File: src/rtl/md_sequencer_pkg.sv
// Shared processor constants for the multiply/divide sequencer:
// ALU op encodings, the R-type opcode, sequencer states and exception codes.
package md_sequencer_pkg;

   localparam logic [4:0]  ALUOP_MUL    = 5'b00110;
   localparam logic [4:0]  ALUOP_DIV    = 5'b00111;
   localparam logic [4:0]  OPCODE_RTYPE = 5'b00000;

   localparam logic [31:0] EXC_MUL = 32'd4;
   localparam logic [31:0] EXC_DIV = 32'd5;

   typedef enum logic [1:0] {
      MD_IDLE,
      MD_START,
      MD_BUSY,
      MD_WB
   } md_state_e;

   function automatic logic is_md_op(input logic [4:0] op);
      return (op == ALUOP_MUL) || (op == ALUOP_DIV);
   endfunction

endpackage

File: src/rtl/md_sequencer_watchdog.sv
// BUSY-cycle watchdog: counts cycles while enabled and flags the last
// permitted cycle so the sequencer can abort a hung unit.
module md_watchdog #(
   parameter int unsigned TIMEOUT = 40
) (
   input  logic clock,
   input  logic reset_n,
   input  logic clear,
   input  logic enable,
   output logic expired
);

   localparam logic [5:0] LIMIT = 6'(TIMEOUT - 1);

   logic [5:0] count;

   always_ff @(posedge clock or negedge reset_n) begin
      if (!reset_n) begin
         count <= '0;
      end else if (clear) begin
         count <= '0;
      end else if (enable) begin
         count <= count + 6'd1;
      end
   end

   assign expired = enable && (count == LIMIT);

endmodule

File: src/rtl/md_sequencer.sv
// Issue/writeback sequencer between decode and the multi-cycle mult/div unit:
// latches operands, starts the unit, waits with a watchdog and writes back.
module md_sequencer
   import md_sequencer_pkg::*;
#(
   parameter int unsigned TIMEOUT = 40,
   parameter int unsigned RSTATUS = 30
) (
   input  logic        clock,
   input  logic        reset_n,
   input  logic        issue_valid,
   input  logic [4:0]  aluop,
   input  logic [4:0]  rd,
   input  logic [31:0] op_a,
   input  logic [31:0] op_b,
   input  logic        flush,
   output logic        md_start,
   output logic        md_is_div,
   output logic [31:0] md_a,
   output logic [31:0] md_b,
   input  logic        md_ready,
   input  logic        md_exc,
   input  logic [31:0] md_result,
   output logic        stall,
   output logic        wb_valid,
   output logic [4:0]  wb_rd,
   output logic [31:0] wb_data
);

   localparam logic [4:0] RSTATUS_IDX = 5'(RSTATUS);

   md_state_e   state;
   md_state_e   next_state;

   logic        accept;
   logic        is_div_in;
   logic        div_by_zero;
   logic        expired;

   logic [4:0]  rd_q;
   logic        is_div_q;
   logic [31:0] a_q;
   logic [31:0] b_q;
   logic [31:0] result_q;
   logic        exc_q;

   // Accept is gated by reset_n so stall stays low while reset is held.
   assign accept      = reset_n && (state == MD_IDLE) && issue_valid && !flush
                        && is_md_op(aluop);
   assign is_div_in   = (aluop == ALUOP_DIV);
   assign div_by_zero = is_div_in && (op_b == '0);

   md_watchdog #(
      .TIMEOUT (TIMEOUT)
   ) u_watchdog (
      .clock   (clock),
      .reset_n (reset_n),
      .clear   (state == MD_START),
      .enable  (state == MD_BUSY),
      .expired (expired)
   );

   always_ff @(posedge clock or negedge reset_n) begin
      if (!reset_n) begin
         state <= MD_IDLE;
      end else begin
         state <= next_state;
      end
   end

   always_comb begin
      next_state = state;
      unique case (state)
         MD_IDLE: begin
            if (accept) begin
               next_state = div_by_zero ? MD_WB : MD_START;
            end
         end
         MD_START: begin
            next_state = flush ? MD_IDLE : MD_BUSY;
         end
         MD_BUSY: begin
            if (flush) begin
               next_state = MD_IDLE;
            end else if (md_ready || expired) begin
               next_state = MD_WB;
            end
         end
         MD_WB: begin
            next_state = MD_IDLE;
         end
         default: begin
            next_state = MD_IDLE;
         end
      endcase
   end

   // md_ready takes priority over a simultaneous watchdog expiry.
   always_ff @(posedge clock or negedge reset_n) begin
      if (!reset_n) begin
         rd_q     <= '0;
         is_div_q <= 1'b0;
         a_q      <= '0;
         b_q      <= '0;
         result_q <= '0;
         exc_q    <= 1'b0;
      end else begin
         if (accept) begin
            rd_q     <= rd;
            is_div_q <= is_div_in;
            a_q      <= op_a;
            b_q      <= op_b;
            exc_q    <= div_by_zero;
         end
         if (state == MD_BUSY) begin
            if (md_ready) begin
               result_q <= md_result;
               exc_q    <= md_exc;
            end else if (expired) begin
               exc_q    <= 1'b1;
            end
         end
      end
   end

   always_comb begin
      md_start = (state == MD_START) && !flush;
      stall    = accept || (state == MD_START) || (state == MD_BUSY);
      wb_valid = 1'b0;
      wb_rd    = '0;
      wb_data  = '0;
      if ((state == MD_WB) && !flush) begin
         if (exc_q) begin
            wb_valid = 1'b1;
            wb_rd    = RSTATUS_IDX;
            wb_data  = is_div_q ? EXC_DIV : EXC_MUL;
         end else if (rd_q != '0) begin
            wb_valid = 1'b1;
            wb_rd    = rd_q;
            wb_data  = result_q;
         end
      end
   end

   assign md_is_div = is_div_q;
   assign md_a      = a_q;
   assign md_b      = b_q;

endmodule

File: config.mk
export PLATFORM = sky130hd
export DESIGN_NAME = md_sequencer
export DESIGN_NICKNAME = d
export VERILOG_FILES = /design/src/rtl/md_sequencer_pkg.sv /design/src/rtl/md_sequencer_watchdog.sv /design/src/rtl/md_sequencer.sv
export SDC_FILE = /design/constraint.sdc
export NUM_CORES = 1
export LEC_CHECK = 0
export BUFFER_PORTS_ARGS = -buffer_cell sky130_fd_sc_hd__buf_2
export CORE_MARGIN = 2
export CORE_UTILIZATION = 52
export CTS_BUF_LIST = sky130_fd_sc_hd__clkbuf_2
export CTS_CLUSTER_DIAMETER = 60
export DETAILED_ROUTE_END_ITERATION = 10
export PLACE_DENSITY = 0.88
export SETUP_SLACK_MARGIN = 0.02
export SYNTH_ARGS = -nofsm -noshare
export SYNTH_HDL_FRONTEND = slang
export SYNTH_HIERARCHICAL = 1
export SYNTH_SLANG_ARGS = --single-unit
File: constraint.sdc
create_clock -name clock -period 3.6 [get_ports clock]
set_input_delay 0.18 -clock clock [delete_from_list [all_inputs] [get_ports clock]]
set_output_delay 0.18 -clock clock [all_outputs]
set_load 0.02 [all_outputs]
# Word level (Yosys, flattened, before mapping)
# Cells that the tools add are included.
[totals] reg_bits=111 input_bits=112 out_inout_bits=105 elab_cells=58
[op_classes] addsub=1 reduce_logical=19 n_eq_ne=8 n_mux=22
[op_table] op="$mux W32" count=3
[op_table] op="$logic_not A32 Y1" count=1
[op_table] op="$mux W5" count=3
[op_table] op="$mux W6" count=2
[op_table] op="$eq A5 B3 Y1 const B" count=2
[op_table] op="$mux W2" count=5
[op_table] op="$logic_and A1 B1 Y1" count=8
[op_table] op="$mux W1" count=8
[op_table] op="$pmux W2 S4" count=1
[op_table] op="$add A6 B1 Y6 const B" count=1
[op_table] op="$eq A6 B6 Y1 const B" count=1
[op_table] op="$reduce_bool A5 Y1" count=1
[op_table] op="$eq A2 B2 Y1 const B" count=2
[op_table] op="$logic_or A1 B1 Y1" count=4
[op_table] op="$reduce_and A2 Y1" count=2
[op_table] op="$ne A3 B3 Y1 const B" count=1
[op_table] op="$eq A2 B1 Y1 const B" count=1
[op_table] op="$logic_not A2 Y1" count=1
[op_table] op="$ne A2 B2 Y1 const B" count=1
[op_table] op="$reduce_bool A2 Y1" count=1
[op_table] op="$logic_not A1 Y1" count=1

# Depth between registers and ports, before layout
# Gate-level depths: netlist of run 1.
[logic_depth] ltp_word=9 ltp_mapped=8 depth_no_buf=6

# Cells and area by module
# Netlist of run 1, hierarchy kept.
[by_module_without_submodules] module="md_sequencer" instances=1 cells_each=305 area_each_um2=4398.0 seq_area_each_um2=2627.5
[by_module_without_submodules] module="md_watchdog" instances=1 cells_each=27 area_each_um2=281.5 seq_area_each_um2=150.1

# Least setup slack after synthesis of run 1
# No wires, ideal clock.
[synth_timing] path_type="register -> register" start="reg state[0]" end="reg exc_q" required_ns=3.535 stages_incl_launch_ff=8 setup_slack_ns=1.895 setup_time_ns=0.065 path_buffers=1 arrival_time_ns=1.640 synth_period_minus_slack_ns=1.705 path_cell_list="dfrtp_1 -> and2b_1 -> buf_2 -> nand3_1 -> nor4b_1 -> o21ai_0 -> a21oi_1 -> o22a_1"
[synth_between] elab_cells_between_ends=11 cone_classes="1 x eq/ne; 4 x mux; 6 x reduce/logical"
[synth_lines] item="start, declared" line="md_sequencer.sv:32" source="md_state_e state;"
[synth_lines] item="start signal, assigned" line="md_sequencer.sv:67" source="state <= next_state;"
[synth_lines] item="$eq A2 B2 Y1" line="md_sequencer.sv:59" source=".enable (state == MD_BUSY),"
[synth_lines] item="$logic_and A1 B1 Y1" line="md_sequencer_watchdog.sv:27" source="assign expired = enable && (count == LIMIT);"
[synth_lines] item="net expired" line="md_sequencer.sv:38" source="logic expired;"
[synth_lines] item="$mux W1" line="md_sequencer.sv:119" source="end else if (expired) begin"
[synth_lines] item="$mux W1" line="md_sequencer.sv:116" source="if (md_ready) begin"
[synth_lines] item="$mux W1" line="md_sequencer.sv:115" source="if (state == MD_BUSY) begin"
[synth_lines] item="end signal, assigned" line="md_sequencer.sv:113" source="exc_q <= div_by_zero;"
[synth_lines] item="end signal, assigned" line="md_sequencer.sv:118" source="exc_q <= md_exc;"
[synth_lines] item="end, declared" line="md_sequencer.sv:45" source="logic exc_q;"
# The timed path passes the listed nets, and every way through them passes these cells.
# A chain may end at the register's enable or synchronous reset.

# Worst setup path in the final report of run 1
[layout_timing] start="in reset_n" end="out stall"
[layout_between] elab_chain_len=6
[layout_lines] item="start, declared" line="md_sequencer.sv:10" source="input logic reset_n,"
[layout_lines] item="$logic_and A1 B1 Y1 (3 in a row)" line="md_sequencer.sv:48" source="assign accept = reset_n && (state == MD_IDLE) && issue_valid && !flush"
[layout_lines] item="$logic_and A1 B1 Y1" line="md_sequencer.sv:49" source="&& is_md_op(aluop);"
[layout_lines] item="$logic_or A1 B1 Y1 (2 in a row)" line="md_sequencer.sv:128" source="stall = accept || (state == MD_START) || (state == MD_BUSY);"
[layout_lines] item="end, declared" line="md_sequencer.sv:24" source="output logic stall,"
# Every way passes these cells.

==> results.md, run 1 <==
- # Post-CTS Setup Buffers: 0
- Worst min path class: primary input to flip-flop
- Seq/Total Area, Yosys: 59.36%
- Static leakage: 3.815 nW
- FF+latch count, synth: 111
- GPL Wtd Cong: 0.8020
- First-pass GRT wire length: 21680 um
- HPWL after detailed placement: 8180 um
- DR vias: 3949
- Initial Util: 53.66%
- Relative slew slack: 47.28%
- Max H-tree Level: 3
- Sink Count: 111
- Vias in the first global route: 4352
- Die Ht: 98.87 um
- Fillers: 491
- Total wire length: 13560 um
- Achievable Freq: 359.4 MHz
- Layout area overhead: 48.90%
- Post-route ant nets: 0
- WL met1: 4818 um
- Remaining Overflow, GRT: 0
- Min Tclk post-route: 2782 ps
- Max Buffers Root-to-Sink: 2
- Ports: 217
- Crit Path Max Fanout: 49
- Initial antenna violation count: 0
- Critical Path RT: 3420 ps
- Status: finished clean
- Top routing layer in use: met4
- Die area: 9774 um^2
- Row count: 34
- TritonCTS clock tree: built
- Num CTS Buffers: 9
- CTS root buf: clkbuf_2
- Clk_skew: 48.19 ps
- Pwr Total: 2.606 mW
- Mapped cell area: 4679 um^2
- Yosys Warn Count: 6
- Fin crit share: 77.28%
- Nets: 765
- Crit path DAT: 2600 ps
- Iter 0 DRT Violations: 152
- Routed len/inst: 17.73 um
- Worst R2R Setup Slack: 1580 ps
- Chip width: 98.87 um
- Core area: 8721 um^2
- GRT Total Usage: 28.51%
- Pre-antenna DRT Iters: 4
- Total of max-cap violations: 0
- Worst-Margin Slew: 790.8 ps
- Syn Area/Cell: 14.09 um^2
- ANT cells: 0
- Final Setup Violations: 0
- Post-synth cell types: 39
- Peak supply drop: 0.0002652 V
- Share of cells above drive strength 1: 43.53%
- Post-route DRC: 0
- Port buffer count: 216
- Via-per-instance ratio: 5.162
- Routed wl met3: 663 um
- Worst-Skew Late Latency: 560 ps
- Met2 WL: 7691 um
- Mapped Nets: 445
- Unrepaired setup endpoints after global routing: no
- Cells after Synth: 332
- Endpoint class of the critical path: output port
- Asr flop ratio synth: 100.0%
- Final TNS setup: 0 ps
- Post-synth EDFFs: 0
- Power Density: 373.9 nW/um^2
- Max Slew Vio Count: 0
- Setup CP Type: primary input to output port
- Final hold violation count: 0
- CP startpoint kind: primary input
- Largest net degree at the start of global routing: 65
- Most used DFF post-synth: dfrtp_1
- Clock Pin Slew Worst Setup and Hold Paths: 260 ps
sequential cells by signal (all words and copies together) (netlist names):
name,flops
rd_q,5
u_watchdog/count,6
md_b,32
result_q,32
md_is_div,1
md_a,32
state,2
exc_q,1
cells in the mapped netlist, types with 3 or more instances:
master / number / area (um^2)
mux2_1: 57 / 641.9
nor4_1: 5 / 31.28
xor2_1: 3 / 26.28
nor3_1: 4 / 20.02
nand2_1: 4 / 15.01
dfrtp_1: 111 / 2778
buf_4: 4 / 30.03
buf_2: 3 / 15.01
mux2_2: 44 / 495.5
clkbuf_1: 4 / 15.01
nor2_1: 17 / 63.81
buf_6: 6 / 67.56
a21oi_1: 5 / 25.02
and2_1: 31 / 193.9
power breakdown:
| part | total (mW) | internal, mW | switching [mW] |
|---|---|---|---|
| Sequential | 1.50 | 1.40 | 0.0980 |
| Combinational | 0.602 | 0.295 | 0.307 |
| Clock | 0.501 | 0.102 | 0.399 |
| Total | 2.61 | 1.80 | 0.804 |
metrics by stage:
stage	std cells	instance area, um^2	hold WS [ps]	setup WS (ps)	utilization, %
2_1_floorplan	332	4679	-115.6	1895	-
3_3_place_gp	643	5814	226.5	1385	66.67
3_5_place_dp	643	5814	234.7	1304	66.67
4_1_cts	765	6968	30.95	776.0	79.90
5_1_grt	765	6968	37.06	573.2	79.90
6_report	765	6968	67.07	817.8	79.90
area by class of cell:
class,instances,area [um^2],area share [%]
sequential,111,2778,39.86
timing repair buffer,326,2175,31.21
multi-input combinational,202,1780,25.55
tap,108,135.1,1.939
clock inverter,4,32.53,0.4669
clock buffer,12,60.06,0.8619
inverter,2,7.507,0.1077
layer usage:
layer | vias to the layer above | GRT usage [%]
li1 | 1795 | -
met1 | 1966 | 31.45
met2 | 158 | 53.79
met3 | 30 | 4.894
met4 | 0 | 11.70
met5 | - | 0
final timing paths:
kind                             startpoint            to  cells past startpoint
worst max-delay path                reset_n         stall                      7
worst min-delay path            issue_valid      state[0]                      4
worst max register to register     state[0]  result_q[22]                      3
worst min register to register     md_a[10]      md_a[10]                      1
max in group asynchronous           reset_n       md_b[0]                      3
min in group asynchronous           reset_n      md_a[10]                      2
timing repair:
| action | in CTS | in global routing |
|---|---|---|
| endpoints found under the hold margin | 152 | 0 |
| hold buffers | 106 | 0 |
| gates resized for setup | 0 | 0 |
cells by family after synthesis:
| group | Yosys count | share of synthesized area [%] |
|---|---|---|
| adder cells (fa/ha/maj) | 1 | 0.2673 |
| buffers and inverters | 19 | 2.887 |
| flip-flops | 111 | 59.36 |
| XOR/XNOR | 4 | 0.7488 |
| AND/OR/NAND/NOR | 84 | 10.75 |
| multiplexers | 102 | 24.52 |
| AO/OA/AOI/OAI | 11 | 1.471 |
layout by cell type, fill, tap and decap left out, types with 3 or more instances in the layout:
cell	Yosys	layout
mux2_2	44	44
clkbuf_2	0	12
buf_4	4	5
and2_1	31	31
dfrtp_1	111	111
nor2_1	17	17
nor4_1	5	5
nand2_1	4	4
dlygate4sd3_1	0	106
xor2_1	3	3
a21oi_1	5	5
buf_2	3	215
nor3_1	4	4
mux2_1	57	57
critical path, stage by stage:
cell           delay (ps)
dlygate4sd3_1         530
buf_4                 490
nand3b_1              230
nor4b_4               330
buf_4                 460
or3_1                 180
buf_2                 160
Power figures use the tool's default switching activity.
==> run 2, diff against run 1 <==
--- a/config.mk
+++ b/config.mk
@@ -7,11 +7,11 @@
 export LEC_CHECK = 0
 export BUFFER_PORTS_ARGS = -buffer_cell sky130_fd_sc_hd__buf_2
 export CORE_MARGIN = 2
-export CORE_UTILIZATION = 52
+export CORE_UTILIZATION = 48
 export CTS_BUF_LIST = sky130_fd_sc_hd__clkbuf_2
 export CTS_CLUSTER_DIAMETER = 60
 export DETAILED_ROUTE_END_ITERATION = 10
-export PLACE_DENSITY = 0.88
+export PLACE_DENSITY = 0.82
 export SETUP_SLACK_MARGIN = 0.02
 export SYNTH_ARGS = -nofsm -noshare
 export SYNTH_HDL_FRONTEND = slang
==> constraint.sdc (replaced) <==
create_clock -name clock -period 2.91 [get_ports clock]
set_input_delay 0.1455 -clock clock [delete_from_list [all_inputs] [get_ports clock]]
set_output_delay 0.1455 -clock clock [all_outputs]
set_load 0.02 [all_outputs]
==> run 2 against run 1 <==
Clock power grew 51%. Wire length shrank 3.9%. Register-to-register slack lost 700 ps. Sequential power grew 23%. Sequential share of layout area shrank 0.57 points. Clock-buffer cell count shrank 3. Die area grew 8.0%. Cell area grew 1.5%. Global-route usage shrank 3.1 points. Critical path type is now flip-flop to output port.
==> results.md, run 2 (synthesis results as in run 1) <==
- Worst-Margin Slew: 904.2 ps (+113.4 ps)
- Fin util: 73.68% (-6.2 points)
- Initial antenna violation count: 0 (unchanged)
- Largest net degree at the start of global routing: 74 (+14%)
- # Post-CTS Setup Buffers: 0 (unchanged)
- Initial Util: 48.77% (-4.9 points)
- Min Tclk post-route: 2415 ps
- Clock Pin Slew Worst Setup and Hold Paths: 270 ps (about the same)
- Row count: 36 (+5.9%)
- Hold Path Stages: 3 (-1)
- Worst min path class: primary input to flip-flop
- Sink Count: 111 (unchanged)
- Most common cell after layout, fill and taps aside: buf_2
- Placed Cells: 669 (+4.0%)
- Final Setup Violations: 0 (unchanged)
- Total of max-cap violations: 0 (unchanged)
- Share of cells above drive strength 1: 43.25% (-0.28 points)
- Setup CP Type: flip-flop to output port
- Non-Filler Instances: 792 (+3.5%)
- GRT Total Usage: 25.38% (-3.1 points)
- CP top delay family: simple AND/OR/NAND/NOR gates
- Sequential power share: 55.3% (-2.4 points)
- Routed len/inst: 16.45 um (-7.2%)
- Critical Path RT: 2760 ps (-660 ps)
- Power Density: 472.7 nW/um^2 (+26%)
- Critical-path cell list: nand3_2, nor3b_2, buf_4, and2_1, buf_2
- DP Worst Slack: 936.4 ps (-367.6 ps)
- Nets: 767 (+0.26%)
- Most frequent cells in the layout: 215 x buf_2, 111 x dfrtp_1, 107 x dlygate4sd3_1
- Relative slew slack: 39.72% (-7.6 points)
- Final hold violation count: 0 (unchanged)
- HPWL after detailed placement: 8316 um (+1.7%)
- Achievable Freq: 414.1 MHz
- CP max stage cell: dfrtp_1
- Core area: 9594 um^2 (+10%)
- Port buffer count: 216 (unchanged)
- Status: finished clean
- Fin crit share: 82.98%
- Comb pwr share: 22.0% (-1.1 points)
- Post-route ant nets: 0 (unchanged)
- Static leakage: 3.842 nW (+0.69%)
- CP startpoint kind: flip-flop
- Crit path DAT: 2270 ps (-330 ps)
- Post-route DRC: 0 (unchanged)
- Via-per-instance ratio: 4.976 (-3.6%)
- Worst path depth: 5 (-2)
- Switching pwr: 962.2 uW (+20%)
- GPL Wtd Cong: 0.7883 (-1.7%)
- Vias in the first global route: 4330 (-0.51%)
- Length in cells of the worst reg-to-reg path: 3 (unchanged)
- Max H-tree Level: 3 (unchanged)
- Worst-Skew Late Latency: 540 ps (-20 ps)
- First-pass GRT wire length: 20410 um (-5.9%)
- Max Slew Vio Count: 0 (unchanged)
- Layout area overhead: 51.07%
- Ports: 217 (unchanged)
- Die Ht: 102.7 um (+3.9%)
- TritonCTS clock tree: built
- Cts repair resizes: 0 (unchanged)
- Total wire length: 13030 um (-3.9%)
- Unrepaired setup endpoints after global routing: no
- Clk_skew: 18.58 ps (-29.61 ps)
- DR vias: 3941 (-0.20%)
- Cell-internal power: 2.380 mW (+32%)
- Final TNS setup: 0 ps (unchanged)
- Chip width: 102.7 um (+3.9%)
- Num CTS Buffers: 9 (unchanged)
- CTS root buf: clkbuf_2
- Crit Path Max Fanout: 30 (-39%)
- Die area: 10550 um^2 (+8.0%)
- Peak supply drop: 0.0003463 V (+31%)
- ANT cells: 0 (unchanged)
- Pre-antenna DRT Iters: 4 (unchanged)
- Remaining Overflow, GRT: 0 (unchanged)
- Clock share of power: 22.7% (+3.5 points)
- Iter 0 DRT Violations: 58 (-62%)
- WP buf/inv: 2 (-2)
- CP peak stage delay: 590 ps (+60 ps)
- Worst setup margin: 495.2 ps (-322.6 ps)
- Switch share: 28.79% (-2.1 points)
- Max Buffers Root-to-Sink: 2 (unchanged)
- Endpoint class of the critical path: output port
-- run 2: cell count changes in the layout (fill, tap and decap cells not counted), sizes merged --
cell	change
clkinv	+1
buf	+1
bufinv	+2
dlygate4sd3	+1
clkbuf	-3
-- run 2: cell type report --
type | count | area, um^2
sequential | 111 | 2778
fill | 649 | 2525
timing repair buffer | 328 | 2205
multi-input combinational | 202 | 1780
tap | 133 | 166.4
clock inverter | 7 | 87.58
clock buffer | 9 | 45.04
inverter | 2 | 7.507
-- run 2: power by group through the flow --
| stage | clock [mW] | sequential (mW) | combinational (mW) |
|---|---|---|---|
| after floorplan | 0 | 1.99 | 0.197 |
| after global placement | 0 | 1.86 | 0.594 |
| after detailed placement | 0 | 1.87 | 0.617 |
| after CTS | 0.784 | 1.84 | 0.729 |
| after global routing | 0.842 | 1.87 | 0.797 |
| final | 0.759 | 1.85 | 0.736 |
-- run 2: final timing paths --
check	end	from	slack, ps
hold reg to reg	md_a[12]	md_a[12]	520
setup reg to reg	result_q[28]	state[1]	880
max in group asynchronous	u_watchdog/count[3]	reset_n	1460
hold / removal	md_is_div	aluop[2]	80
setup / recovery	wb_data[16]	state[1]	500
min in group asynchronous	md_b[6]	reset_n	170
-- run 2: through the flow --
stage	area (um^2)	hold slack [ps]	total power, mW
2_1_floorplan	4679	-150.1	2.191
3_3_place_gp	5866	232.6	2.451
3_5_place_dp	5866	238.3	2.489
4_1_cts	7059	4.587	3.356
5_1_grt	7069	26.30	3.510
6_report	7069	82.92	3.342
-- run 2: layer usage --
layer	vias to the layer above	global-route usage (%)	part of all wire [%]
met4	0	15.79	5.7
met3	65	5.695	4.6
met2	164	45.15	53
met1	1908	27.40	36
met5	-	0	0
li1	1804	-	-
-- run 2: timing repair --
item	in CTS	in global routing
setup endpoints to repair	0	0
hold endpoints to repair	143	1
hold buffers	106	1
-- run 2: tightest hold or removal path: stages --
cell	delay (ps)
buf_2	70
and4bb_1	240
a31o_2	160
